[src/rtl/reset_sequencer.sv]
// rtl/reset_sequencer.sv - staged reset release controller with hold, gap timing and event count
module reset_sequencer #(
  parameter int NUM_STAGES  = 3,
  parameter int HOLD_CYCLES = 16,
  parameter int STAGE_GAP   = 8,
  parameter int CNT_W       = 8
) (
  input  logic                  clk,
  input  logic                  rst_in,
  input  logic                  btn_rst,
  input  logic                  soft_rst_req,
  input  logic                  pll_locked,
  output logic [NUM_STAGES-1:0] stage_rst,
  output logic                  busy,
  output logic                  ready,
  output logic [7:0]            rst_count
);

  // Index must be able to hold NUM_STAGES itself: that value marks
  // "all stages released, waiting out the final gap before RUN".
  localparam int IDX_W = $clog2(NUM_STAGES + 1);

  typedef enum logic [1:0] {
    S_WAIT_LOCK = 2'd0,
    S_HOLD      = 2'd1,
    S_RELEASE   = 2'd2,
    S_RUN       = 2'd3
  } state_t;

  state_t                state_q, state_d;
  logic [CNT_W-1:0]      cnt_q, cnt_d;
  logic [IDX_W-1:0]      idx_q, idx_d;
  logic [NUM_STAGES-1:0] stage_q, stage_d;
  logic                  busy_q, busy_d;
  logic                  ready_q, ready_d;
  logic [7:0]            count_q, count_d;
  logic                  cause;

  assign cause = btn_rst | soft_rst_req;

  // Next-state: PLL loss beats button/soft causes; both abort any release in progress.
  always_comb begin
    state_d = state_q;
    cnt_d   = cnt_q;
    idx_d   = idx_q;
    stage_d = stage_q;
    count_d = count_q;

    if (state_q == S_WAIT_LOCK) begin
      stage_d = '1;
      if (pll_locked) begin
        state_d = S_HOLD;
        cnt_d   = '0;
        idx_d   = '0;
      end
    end else if (!pll_locked) begin
      state_d = S_WAIT_LOCK;
      stage_d = '1;
      cnt_d   = '0;
      idx_d   = '0;
    end else if (cause) begin
      state_d = S_HOLD;
      stage_d = '1;
      cnt_d   = '0;
      idx_d   = '0;
      // Only restarts of a running system are counted as reset events.
      if (state_q == S_RUN && count_q != 8'hFF) begin
        count_d = count_q + 8'd1;
      end
    end else begin
      case (state_q)
        S_HOLD: begin
          if (cnt_q == CNT_W'(HOLD_CYCLES - 1)) begin
            state_d    = S_RELEASE;
            stage_d[0] = 1'b0;
            idx_d      = IDX_W'(1);
            cnt_d      = '0;
          end else begin
            cnt_d = cnt_q + CNT_W'(1);
          end
        end
        S_RELEASE: begin
          if (cnt_q == CNT_W'(STAGE_GAP - 1)) begin
            cnt_d = '0;
            if (idx_q == IDX_W'(NUM_STAGES)) begin
              state_d = S_RUN;
            end else begin
              for (int i = 0; i < NUM_STAGES; i++) begin
                if (IDX_W'(i) == idx_q) begin
                  stage_d[i] = 1'b0;
                end
              end
              idx_d = idx_q + IDX_W'(1);
            end
          end else begin
            cnt_d = cnt_q + CNT_W'(1);
          end
        end
        S_RUN: begin
          stage_d = '0;
        end
        default: begin
          state_d = S_WAIT_LOCK;
          stage_d = '1;
        end
      endcase
    end

    busy_d  = |stage_d;
    ready_d = (state_d == S_RUN);
  end

  // State and output registers; async reset parks everything in reset.
  always_ff @(posedge clk or posedge rst_in) begin
    if (rst_in) begin
      state_q <= S_WAIT_LOCK;
      cnt_q   <= '0;
      idx_q   <= '0;
      stage_q <= '1;
      busy_q  <= 1'b1;
      ready_q <= 1'b0;
      count_q <= 8'd0;
    end else begin
      state_q <= state_d;
      cnt_q   <= cnt_d;
      idx_q   <= idx_d;
      stage_q <= stage_d;
      busy_q  <= busy_d;
      ready_q <= ready_d;
      count_q <= count_d;
    end
  end

  assign stage_rst = stage_q;
  assign busy      = busy_q;
  assign ready     = ready_q;
  assign rst_count = count_q;

endmodule

[config.mk]
export PLATFORM = sky130hd
export DESIGN_NAME = reset_sequencer
export DESIGN_NICKNAME = d
export VERILOG_FILES = /design/src/rtl/reset_sequencer.sv
export SDC_FILE = /design/constraint.sdc
export NUM_CORES = 1
export LEC_CHECK = 0
export CAP_MARGIN = 5
export CORE_MARGIN = 3
export CORE_UTILIZATION = 30
export DETAILED_ROUTE_END_ITERATION = 7
export PLACE_DENSITY_LB_ADDON = 0.15
export SLEW_MARGIN = 20
export SYNTH_ARGS = -nofsm -noshare
export SYNTH_HDL_FRONTEND = slang
export SYNTH_SLANG_ARGS = --single-unit
[constraint.sdc]
create_clock -name clk -period 4.5 [get_ports clk]
set_input_delay 0.675 -clock clk [delete_from_list [all_inputs] [get_ports clk]]
set_output_delay 0.675 -clock clk [all_outputs]
set_load 0.05 [all_outputs]
==> impl_metrics.tcl <==
set metrics [dict create \
    die-area_sq_um 5940 \
    antenna_found_initial 0 \
    max_slew_margin 0.411 \
    fin_crit_ns 2.48 \
    cp_slowest_stage_delay_ns 0.72 \
    worstMarginPinSlew_ns 0.877 \
    crit_slowest_cell "nor3b_2" \
    cp.arrival_ns 2.65 \
    drtIter0Drc 76 \
    multiInputGateArea_sq_um 810 \
    num_antenna_cells 0 \
    synth_seq_area_share 0.416 \
    synth_commonest_cells "21 x dfrtp_1, 12 x nand2_1, 9 x inv_1, 7 x nand3_1" \
    maxCapViolations 0 \
    stdcell_count 231 \
    clock_skew_ns 0.00815 \
    hold_violations 0 \
    core_area_sq_um 4820 \
    hpwlAfterDp_mm 2.28 \
    syn_area_sq_um 1520 \
    num-nets-final 176 \
    placement_rows 25 \
    synth_warnings 0 \
    max_freq_mhz 403 \
    hp-start "rst_count[5]" \
    end_kind "register" \
    clockBufferDepth 2 \
    first_pass_iters 4 \
    syn_inst 149 \
    rrSetupSlack_ns 2.57 \
    fp.dieW_um 77.1 \
    status "finished clean" \
    yosys-top-cells-area "dfrtp_1 35%, dfstp_2 6.9%, ha_1 5.0%" \
    regArea_sq_um 631 \
    path_cells "clkdlybuf4s50_1 -> nor3b_2 -> o211ai_1 -> o31ai_1" \
    via_count 1193 \
    finalSetupViolCount 0 \
    io_pins 18 \
    synth_async_sr_flop_share 1.00 \
    cts_setup_buffers 0 \
    rr_worst_depth 6 \
    synth_most_common_cell "dfrtp_1" \
    overflow 0 \
    finalCritPeriodShare 0.551 \
    vias_per_cell 5.16 \
    crit_path_start_kind "input port" \
    leakage_nw 0.720 \
    fillers 509 \
    final_util 0.370 \
    clk_latency_ns 0.27 \
    cts-resized-gates 0 \
    rsz0062_at_grt "no" \
    tns_ns 0 \
    synth.net_count 160 \
    grt_max_degree 26 \
    grt.total_usage 0.115 \
    gp_congestion 0.791 \
    first_global_vias 1151 \
    htree_levels 1 \
    wl_per_cell_um 13.5 \
    initial_core_util 0.315 \
    die_h_um 77.1 \
    ys_seq_elements 25 \
    timing.critical_path.required_ns 4.67 \
    synth_top_area_cell "dfrtp_1" \
    holdBufCountCts 0 \
    clkSlewWorstSetupHoldPaths_ns 0.09 \
    peakVddDrop_mv 0.133 \
    ys_types 56 \
    crit_fanout 15 \
    numCtsBuffers 3 \
    crit_family "simple AND/OR/NAND/NOR gates" \
    synthFlopType "dfrtp_1" \
    worstReg2RegStart "cnt_q[0]" \
    whs_endpoint "rst_count[5]" \
    synth-edff-count 0 \
    dp_slack_ns 1.72 \
    layout-drive-gt1-share 0.128 \
    cts_tree "yes" \
    port_buffers 17 \
    ant_nets 0 \
    dp_cells 227 \
    drt-total-wl_mm 3.11 \
    setup.worst_path.class "input port to register" \
    path_buf_inv 1 \
    hp-class "register to register" \
    area_growth_pct 17.8 \
    grt_pass1_wl_mm 5.58 \
    setup_ws_ns 2.02 \
    yosys.area.top_type_share 0.347 \
    r2r_end "idx_q[1]" \
    hold_depth 1 \
    cts.sinks 25 \
    finalMaxSlewViolations 0 \
    clock-root-buffer "clkbuf_8" \
    syn_avg_cell_area_sq_um 10.2 \
    drc 0 \
    hold_ws_ns 0.502 \
    p_per_area_nw_per_um2 216 \
]
## state kept, by name, indices dropped and copies added (netlist names)
signal / cells
rst_count: 8
state_q: 2
idx_q: 2
busy: 1
cnt_q: 8
ready: 1
stage_rst: 3
## power breakdown
| group | internal [mW] | switching [mW] |
|---|---|---|
| Sequential | 0.226 | 0.00247 |
| Combinational | 0.00747 | 0.0135 |
| Clock | 0.0627 | 0.0733 |
| Total | 0.296 | 0.0893 |
## placed cells by master (no fill, tap or decap), types with 2 or more instances in the layout
cell type	n
a21oi_1	4
clkdlybuf4s50_1	17
and3_1	3
nor3_1	3
nor2b_1	3
dfstp_2	4
xor2_1	4
nor2_1	5
nand3_1	7
a22oi_1	3
nand2_1	12
mux2_2	2
o31ai_1	4
xnor2_1	4
dfrtp_1	21
and4_1	4
clkbuf_8	3
o21ai_0	6
or2_2	2
ha_1	6
inv_1	8
nand4_1	3
## layout make-up
type                       count  area share
inverter                       9      0.0189
timing repair buffer          18      0.0996
clock inverter                 1     0.00421
multi-input combinational    108       0.454
clock buffer                   3      0.0231
sequential                    25       0.353
tap                           67      0.0470
## layer usage
| metal | GRT usage | routed length [um] |
|---|---|---|
| met5 | 0 | 0 |
| met1 | 0.172 | 1540 |
| met2 | 0.169 | 1400 |
| met4 | 0.0374 | 38 |
| met3 | 0.0164 | 136 |
## how the worst max path moves through the flow
| stage | from | to | cells after the start |
|---|---|---|---|
| after floorplan | rst_count[2] | rst_count[1] | 3 |
| after global placement | pll_locked | cnt_q[5] | 4 |
| after detailed placement | pll_locked | cnt_q[4] | 4 |
| after CTS | pll_locked | cnt_q[4] | 4 |
| after global routing | pll_locked | cnt_q[4] | 4 |
| final | pll_locked | cnt_q[4] | 4 |
## worst reg2reg max path, stage by stage (launching register included)
cell and delay (ns):
dfrtp_1 0.42, ha_1 0.23, nor4bb_1 0.30, buf_4 0.22
nand3_4 0.09, o311a_1 0.31, a221o_1 0.26
## metrics by stage
step / instance area [sq um] / power, mW
6_report: 1780 / 0.385
4_1_cts: 1780 / 0.392
5_1_grt: 1780 / 0.405
3_5_place_dp: 1740 / 0.254
3_3_place_gp: 1740 / 0.254
2_1_floorplan: 1520 / 0.245
## cells by family (layout without fill, tap and decap cells)
family                     count (synthesis)  in the layout  synth area share
xor gates and xnor gates                   8              8            0.0462
and+or+nand+nor                           53             53             0.225
muxes                                      2              2            0.0149
AOI/OAI and AO/OA                         38             38             0.192
adders and majority gates                  7              7            0.0562
DFF                                       25             25             0.416
buffers and inverters                     16             31            0.0495
No activity file was read; power rests on OpenSTA's default activity.
